File: config.mk
export PLATFORM = sky130hd
export DESIGN_NAME = frame_classifier_flat
export DESIGN_NICKNAME = d
export VERILOG_FILES = /design/src/rtl/frame_classifier_if.sv /design/src/rtl/frame_classifier.sv /design/src/flat_wrapper.sv
export SDC_FILE = /design/constraint.sdc
export NUM_CORES = 1
export LEC_CHECK = 0
export ABC_AREA = 1
export BUFFER_PORTS_ARGS = -buffer_cell sky130_fd_sc_hd__buf_2
export CORE_ASPECT_RATIO = 1.75
export CORE_MARGIN = 10
export CORE_UTILIZATION = 68
export CTS_CLUSTER_DIAMETER = 60
export DETAILED_ROUTE_END_ITERATION = 8
export PLACE_DENSITY = 0.87
export SETUP_SLACK_MARGIN = 0.02
export SLEW_MARGIN = 10
export SYNTH_ARGS = -nofsm -noshare
export SYNTH_HDL_FRONTEND = slang
export SYNTH_SLANG_ARGS = --single-unit
File: constraint.sdc
create_clock -name CLK -period 5.6 [get_ports CLK]
set_clock_uncertainty 0.15 [all_clocks]
set_input_delay 0.28 -clock CLK [delete_from_list [all_inputs] [get_ports CLK]]
set_output_delay 0.28 -clock CLK [all_outputs]
set_load 0.02 [all_outputs]
File: src/rtl/frame_classifier_if.sv
// Pixel-stream and classification-result bundle between the camera path and the classifier.
// PIXEL_VALID qualifies PIXEL_IN and both coordinates in the same cycle; there is no backpressure.
interface frame_classifier_if;
    logic [7:0] PIXEL_IN;
    logic       PIXEL_VALID;
    logic [9:0] VGA_PIXEL_X;
    logic [9:0] VGA_PIXEL_Y;
    logic       VGA_VSYNC_NEG;
    logic [3:0] RESULT;
    logic       RESULT_VALID;
    logic [3:0] FRAME_CLASS;

    modport master (
        output PIXEL_IN, PIXEL_VALID, VGA_PIXEL_X, VGA_PIXEL_Y, VGA_VSYNC_NEG,
        input  RESULT, RESULT_VALID, FRAME_CLASS
    );

    modport slave (
        input  PIXEL_IN, PIXEL_VALID, VGA_PIXEL_X, VGA_PIXEL_Y, VGA_VSYNC_NEG,
        output RESULT, RESULT_VALID, FRAME_CLASS
    );
endinterface

File: src/rtl/frame_classifier.sv
// Per-frame RGB332 colour/shape classifier with row-run shape measurement and N-frame debounce.
// dbg_state encoding: 0 ACCUM, 1 CLOSE, 2 CLASSIFY, 3 VOTE.
module frame_classifier #(
    parameter int WIDTH        = 176,
    parameter int HEIGHT       = 144,
    parameter int CNT_W        = 15,
    parameter int COLOR_THRESH = 300,
    parameter int TOL          = 6,
    parameter int DEBOUNCE     = 4
) (
    input  logic              CLK,
    input  logic              RESET,
    frame_classifier_if.slave bus,
    output logic [1:0]        dbg_state
);
    localparam int SW = CNT_W + 1;
    localparam logic [CNT_W-1:0] CNT_MAX = '1;
    localparam logic [CNT_W-1:0] ROW_MAX = CNT_W'(WIDTH);
    localparam logic [CNT_W-1:0] THRESH  = CNT_W'(COLOR_THRESH);
    localparam logic [9:0]       X_LAST  = 10'(WIDTH - 1);
    localparam logic [3:0]       DEB     = 4'(DEBOUNCE);

    typedef enum logic [1:0] {ACCUM = 2'd0, CLOSE = 2'd1, CLASSIFY = 2'd2, VOTE = 2'd3} state_t;
    state_t state, state_nxt;

    logic             vsync_q, fall_q;
    logic [CNT_W-1:0] red_cnt, blue_cnt, row_cnt, top_w, bottom_w;
    logic [9:0]       min_x, max_x, last_y;
    logic             got_top;
    logic [3:0]       frame_class, prev_class, result, streak, streak_nxt;
    logic             result_valid;
    logic             clear_acc, do_classify, do_vote;

    logic accept, pix_red, pix_blue, pix_col, row_close;
    logic [1:0] colour_c, shape_c;
    logic [SW-1:0] box_w, top_tol, bot_tol;

    assign accept = bus.PIXEL_VALID && (bus.VGA_PIXEL_X < 10'(WIDTH)) &&
                    (bus.VGA_PIXEL_Y < 10'(HEIGHT)) && (state == ACCUM);
    assign pix_red   = (bus.PIXEL_IN[7:5] >= 3'd6) && (bus.PIXEL_IN[1:0] <= 2'd1);
    assign pix_blue  = (bus.PIXEL_IN[1:0] == 2'd3) && (bus.PIXEL_IN[7:5] <= 3'd2);
    assign pix_col   = accept && (pix_red || pix_blue);
    assign row_close = (accept && (bus.VGA_PIXEL_Y != last_y)) || (state == CLOSE);

    // Only an edge seen while accumulating may start a frame close.
    always_ff @(posedge CLK or posedge RESET) begin
        if (RESET) begin
            vsync_q <= 1'b0;
            fall_q  <= 1'b0;
        end else begin
            vsync_q <= bus.VGA_VSYNC_NEG;
            fall_q  <= vsync_q && !bus.VGA_VSYNC_NEG && (state == ACCUM);
        end
    end

    always_ff @(posedge CLK or posedge RESET) begin
        if (RESET) state <= ACCUM;
        else       state <= state_nxt;
    end

    always_comb begin
        state_nxt = state;
        case (state)
            ACCUM:    if (fall_q) state_nxt = CLOSE;
            CLOSE:    state_nxt = CLASSIFY;
            CLASSIFY: state_nxt = VOTE;
            VOTE:     state_nxt = ACCUM;
            default:  state_nxt = ACCUM;
        endcase
    end

    always_comb begin
        clear_acc   = 1'b0;
        do_classify = 1'b0;
        do_vote     = 1'b0;
        case (state)
            CLASSIFY: do_classify = 1'b1;
            VOTE: begin
                do_vote   = 1'b1;
                clear_acc = 1'b1;
            end
            default: ;
        endcase
    end

    assign dbg_state = state;

    always_ff @(posedge CLK or posedge RESET) begin
        if (RESET) begin
            red_cnt  <= '0;
            blue_cnt <= '0;
            row_cnt  <= '0;
            top_w    <= '0;
            bottom_w <= '0;
            got_top  <= 1'b0;
            min_x    <= X_LAST;
            max_x    <= '0;
            last_y   <= '0;
        end else if (clear_acc) begin
            red_cnt  <= '0;
            blue_cnt <= '0;
            row_cnt  <= '0;
            top_w    <= '0;
            bottom_w <= '0;
            got_top  <= 1'b0;
            min_x    <= X_LAST;
            max_x    <= '0;
            last_y   <= '0;
        end else begin
            if (pix_col && pix_red && red_cnt != CNT_MAX)   red_cnt  <= red_cnt + CNT_W'(1);
            if (pix_col && pix_blue && blue_cnt != CNT_MAX) blue_cnt <= blue_cnt + CNT_W'(1);
            if (pix_col && bus.VGA_PIXEL_X < min_x) min_x <= bus.VGA_PIXEL_X;
            if (pix_col && bus.VGA_PIXEL_X > max_x) max_x <= bus.VGA_PIXEL_X;
            if (accept) last_y <= bus.VGA_PIXEL_Y;
            // A row boundary banks the finished run; the incoming pixel seeds the next one.
            if (row_close) begin
                if (row_cnt != '0) begin
                    bottom_w <= row_cnt;
                    if (!got_top) begin
                        top_w   <= row_cnt;
                        got_top <= 1'b1;
                    end
                end
                row_cnt <= pix_col ? CNT_W'(1) : '0;
            end else if (pix_col && row_cnt < ROW_MAX) begin
                row_cnt <= row_cnt + CNT_W'(1);
            end
        end
    end

    always_comb begin
        box_w   = SW'(max_x) - SW'(min_x) + SW'(1);
        top_tol = {1'b0, top_w} + SW'(TOL);
        bot_tol = {1'b0, bottom_w} + SW'(TOL);
        colour_c = 2'd0;
        if (red_cnt > blue_cnt && red_cnt >= THRESH)       colour_c = 2'd1;
        else if (blue_cnt > red_cnt && blue_cnt >= THRESH) colour_c = 2'd2;
        shape_c = 2'd0;
        if (colour_c != 2'd0) begin
            if (top_tol >= box_w && bot_tol >= box_w) shape_c = 2'd1;
            else if (bot_tol >= box_w)                shape_c = 2'd2;
            else                                      shape_c = 2'd3;
        end
    end

    assign streak_nxt = (frame_class != prev_class) ? 4'd1 :
                        (streak >= DEB) ? DEB : streak + 4'd1;

    always_ff @(posedge CLK or posedge RESET) begin
        if (RESET) begin
            frame_class  <= '0;
            prev_class   <= '0;
            result       <= '0;
            result_valid <= 1'b0;
            streak       <= '0;
        end else begin
            result_valid <= 1'b0;
            if (do_classify) frame_class <= {shape_c, colour_c};
            if (do_vote) begin
                prev_class <= frame_class;
                streak     <= streak_nxt;
                if (streak_nxt == DEB && frame_class != result) begin
                    result       <= frame_class;
                    result_valid <= 1'b1;
                end
            end
        end
    end

    assign bus.RESULT       = result;
    assign bus.RESULT_VALID = result_valid;
    assign bus.FRAME_CLASS  = frame_class;
endmodule

File: src/flat_wrapper.sv
// flat-port wrapper written by rule: the top's interface ports become plain ports
module frame_classifier_flat 
#(
    parameter int WIDTH        = 176,
    parameter int HEIGHT       = 144,
    parameter int CNT_W        = 15,
    parameter int COLOR_THRESH = 300,
    parameter int TOL          = 6,
    parameter int DEBOUNCE     = 4
)
  (CLK, RESET, dbg_state, bus_PIXEL_IN, bus_PIXEL_VALID, bus_VGA_PIXEL_X, bus_VGA_PIXEL_Y, bus_VGA_VSYNC_NEG, bus_RESULT, bus_RESULT_VALID, bus_FRAME_CLASS);
  frame_classifier_if bus_i ();
  input  logic CLK;
  input  logic RESET;
  output logic [1:0] dbg_state;
  input wire logic [$bits(bus_i.PIXEL_IN)-1:0] bus_PIXEL_IN;
  input wire logic [$bits(bus_i.PIXEL_VALID)-1:0] bus_PIXEL_VALID;
  input wire logic [$bits(bus_i.VGA_PIXEL_X)-1:0] bus_VGA_PIXEL_X;
  input wire logic [$bits(bus_i.VGA_PIXEL_Y)-1:0] bus_VGA_PIXEL_Y;
  input wire logic [$bits(bus_i.VGA_VSYNC_NEG)-1:0] bus_VGA_VSYNC_NEG;
  output wire logic [$bits(bus_i.RESULT)-1:0] bus_RESULT;
  output wire logic [$bits(bus_i.RESULT_VALID)-1:0] bus_RESULT_VALID;
  output wire logic [$bits(bus_i.FRAME_CLASS)-1:0] bus_FRAME_CLASS;
  assign bus_i.PIXEL_IN = bus_PIXEL_IN;
  assign bus_i.PIXEL_VALID = bus_PIXEL_VALID;
  assign bus_i.VGA_PIXEL_X = bus_VGA_PIXEL_X;
  assign bus_i.VGA_PIXEL_Y = bus_VGA_PIXEL_Y;
  assign bus_i.VGA_VSYNC_NEG = bus_VGA_VSYNC_NEG;
  assign bus_RESULT = bus_i.RESULT;
  assign bus_RESULT_VALID = bus_i.RESULT_VALID;
  assign bus_FRAME_CLASS = bus_i.FRAME_CLASS;
  frame_classifier #(.WIDTH(WIDTH), .HEIGHT(HEIGHT), .CNT_W(CNT_W), .COLOR_THRESH(COLOR_THRESH), .TOL(TOL), .DEBOUNCE(DEBOUNCE)) u_core (.CLK(CLK), .RESET(RESET), .bus(bus_i), .dbg_state(dbg_state));
endmodule
==> results.py <==
metrics = {
    "logic_synthesis": {
        "synth_edf_count": 0,
        "syn_area_um2": 8880,
        "synth_top_area_share_pct": 34.1,
        "synth-main-ff-cell": "dfrtp_1",
        "syn_inst": 1175,
        "async_flop_share_pct": 100,
        "synth_cell_types": 59,
        "syn_nets": 1294,
        "ys_ff_latch": 127,
        "yosys-top-cells-count": "nand2_1 (270), inv_1 (208), dfrtp_1 (121), nor2_1 (94), ha_1 (86)",
        "yosysMostFrequentCell": "nand2_1",
        "synth_warnings": 0,
        "synth_area_per_cell_um2": 7.56,
        "synth_area_leaders": "dfrtp_1 (34%), ha_1 (12%), nand2_1 (11%)",
        "synth-seq-area-share_pct": 35.9,
        "yosysTopAreaCell": "dfrtp_1",
    },
    "clock_network": {
        "post-cts-setup-buffers": 0,
        "cts_htree_levels": 4,
        "cts.clk_slew.worst_paths_ns": 0.06,
        "tritoncts.num_buffers": 17,
        "cts_hold_buf": 7,
        "clock-sinks": 127,
        "insertion_delay_ns": 0.42,
        "cts_resized": 0,
        "cts-root-buf": "clkbuf_16",
        "cts_tree": "yes",
        "cts.path.max_buffers": 2,
    },
    "setup_path": {
        "slowest_delay_ns": 0.54,
        "critPathRequiredTime_ns": 5.81,
        "crit_path_end_kind": "flip-flop",
        "crit_slowest_cell": "dfstp_2",
        "worstSetupStartpoint": "u_core.min_x[0]",
        "cp.arrival_ns": 4.10,
        "cp_cell_sequence": "ha_1, inv_1, fa_1, nand3_1, nand2_2, nand2_1, nand4_1, a21oi_1, nand4_1, o21ai_0, ha_1, a21oi_1, o21ai_0, a21oi_1, nand3_1, nand2_1, nand2_1, nand2_1",
        "r2r_start": "u_core.min_x[0]",
        "crit_fanout": 4,
        "cp-start-kind": "flip-flop",
        "crit_type": "reg -> reg",
        "cpMostUsedCell": "nand2_1",
    },
    "hold_path": {
        "holdCritStartpoint": "bus_VGA_PIXEL_X[3]",
        "hold_path.class": "in -> reg",
    },
    "global_route": {
        "grt_max_degree": 79,
        "grt_pass1_vias": 8081,
        "grt.total_usage_pct": 24.6,
        "antenna_found_initial": 0,
        "grt_pass1_wl_um": 36800,
        "overflow": 0,
    },
    "cells_and_area": {
        "fill_cells": 917,
        "drive_above_1_share_pct": 12.4,
        "final_nets": 1346,
        "area_delta_synth_final_pct": 12.1,
        "utilization_pct": 77.4,
        "antenna_cells": 0,
        "layoutNonFillerInstCount": 1411,
    },
    "job": {
        "cap_viol_max_count": 0,
    },
    "routing": {
        "drc": 0,
        "drt_first_iter_violations": 501,
        "wire_per_inst_um": 15.2,
        "vias": 8066,
        "drt_first_pass_iters": 5,
        "ant_nets": 0,
        "vias_per_cell": 5.72,
        "drt_wl_total_um": 21400,
    },
    "die": {
        "start_util_pct": 69.0,
        "die_height_um": 171,
        "ios": 43,
        "core_area_um2": 12900,
        "fp.dieW_um": 106,
        "dieArea_um2": 18200,
        "fp-row-count": 55,
    },
    "outcome": {
        "status": "finished clean",
    },
    "sta": {
        "period_needed_ns": 3.89,
        "finalHoldViolations": 0,
        "rsz0062_at_grt": "no",
        "fmax_ghz": 0.257,
        "setup_tns_ns": 0,
        "maxSlewHeadroom_pct": 36.6,
        "slew_viol_final": 0,
        "setup_ws_ns": 1.71,
        "tightest_slew_ns": 0.950,
        "setup_violations": 0,
        "period_share_pct": 69.5,
    },
    "power": {
        "ir_drop_uv": 594,
        "p_per_area_nw_per_um2": 389,
        "power_mw": 3.87,
        "leakagePower_nw": 5.13,
    },
    "placement": {
        "gp_congestion": 0.928,
        "dp_cells": 1372,
        "place_ws_ns": 1.77,
        "io_buffers": 39,
        "hpwl_um": 15600,
    },
}
==> critical path, delay by kind of cell, from the launching register on <==
| kind | cells | cell delay [ns] |
|---|---|---|
| and+or+nand+nor | 9 | 1.14 |
| buffers and inverters | 1 | 0.07 |
| DFF | 1 | 0.54 |
| AOI/OAI and AO/OA | 5 | 1.01 |
| adders and majority gates | 3 | 0.92 |
==> metrics by stage <==
step,instance area [um2],hold WS [ns]
CTS,9960,0.00645
floorplan,8880,0.161
global placement,9250,0.270
global route,9960,0.0212
detailed placement,9250,0.267
finish,9960,0.0224
==> per-layer routing <==
layer / share of wire, % / global-route usage [%] / wire [um] / vias to the layer above
met2: 55 / 46.5 / 11900 / 257
met3: 3.8 / 3.90 / 813 / 73
met5: 0 / 0 / 0 / -
met1: 37 / 25.3 / 7860 / 3849
li1: - / - / - / 3887
met4: 4.2 / 12.2 / 899 / 0
==> power breakdown <==
| part | internal [mW] | leakage, nW | switching [mW] | total (mW) |
|---|---|---|---|---|
| Sequential | 1.01 | 1.74 | 0.0505 | 1.06 |
| Combinational | 0.519 | 3.08 | 1.11 | 1.63 |
| Clock | 0.752 | 0.307 | 0.435 | 1.19 |
| Total | 2.28 | 5.13 | 1.60 | 3.87 |
==> logic make-up after synthesis <==
group	count (synthesis)	share of synthesized area [%]
buf+inv	234	9.95
fa+ha+maj	87	12.3
compound gates	168	11.3
flops	127	35.9
simple gates	522	26.9
xor+xnor	37	3.65
==> layout make-up <==
cell class	instances	area [um2]	share of cell area [%]
inverter	217	817	8.21
tap	171	214	2.15
clock buffer	17	425	4.27
multi-input combinational	814	4810	48.3
clock inverter	15	209	2.10
sequential	127	3190	32.0
timing repair buffer	50	295	2.97
==> sequential cells by signal (all words and copies together) (netlist names), 2 cells and up <==
register and flops:
u_core.bottom_w 15, u_core.row_cnt 15, u_core.bus.FRAME_CLASS 4, u_core.top_w 15, u_core.red_cnt 15, u_core.streak 4
u_core.min_x 10, u_core.bus.RESULT 4, u_core.prev_class 4, u_core.blue_cnt 15, u_core.dbg_state 2, u_core.last_y 10
u_core.max_x 10
==> path summary, 6_finish.rpt <==
kind	endpoint	slack, ns	depth (start not counted)
worst min-delay path	u_core.max_x[3]	0.02	3
worst min register to register	u_core.min_x[7]	0.34	2
min in group asynchronous	u_core.bus.RESULT_VALID	0.49	3
worst max register to register	u_core.bus.FRAME_CLASS[2]	1.71	18
max in group asynchronous	u_core.max_x[4]	3.58	4
worst max-delay path	u_core.bus.FRAME_CLASS[2]	1.71	18
==> cells in the final DEF (no fill, tap or decap), types with 3 or more instances in the layout <==
| cell type | synthesis | layout |
|---|---|---|
| a211oi_1 | 9 | 9 |
| a21o_1 | 3 | 3 |
| a21oi_1 | 52 | 52 |
| a21oi_2 | 4 | 4 |
| a221oi_1 | 4 | 4 |
| a31oi_1 | 4 | 4 |
| buf_2 | 4 | 39 |
| buf_4 | 0 | 4 |
| bufinv_16 | 0 | 4 |
| clkbuf_16 | 0 | 17 |
| dfrtp_1 | 121 | 121 |
| dfstp_2 | 6 | 6 |
| dlygate4sd3_1 | 0 | 7 |
| ha_1 | 86 | 86 |
| inv_1 | 208 | 207 |
| inv_2 | 9 | 9 |
| inv_6 | 0 | 4 |
| nand2_1 | 270 | 270 |
| nand2_2 | 21 | 21 |
| nand3_1 | 46 | 46 |
| nand3_2 | 8 | 8 |
| nand4_1 | 25 | 25 |
| nor2_1 | 94 | 94 |
| nor2_2 | 10 | 10 |
| nor2_4 | 7 | 7 |
| nor3_1 | 15 | 15 |
| nor4_1 | 9 | 9 |
| o21ai_0 | 59 | 59 |
| o21ai_1 | 3 | 3 |
| o22ai_1 | 12 | 12 |
| xnor2_1 | 13 | 13 |
| xor2_1 | 24 | 24 |
(Power assumes the default switching activity.)
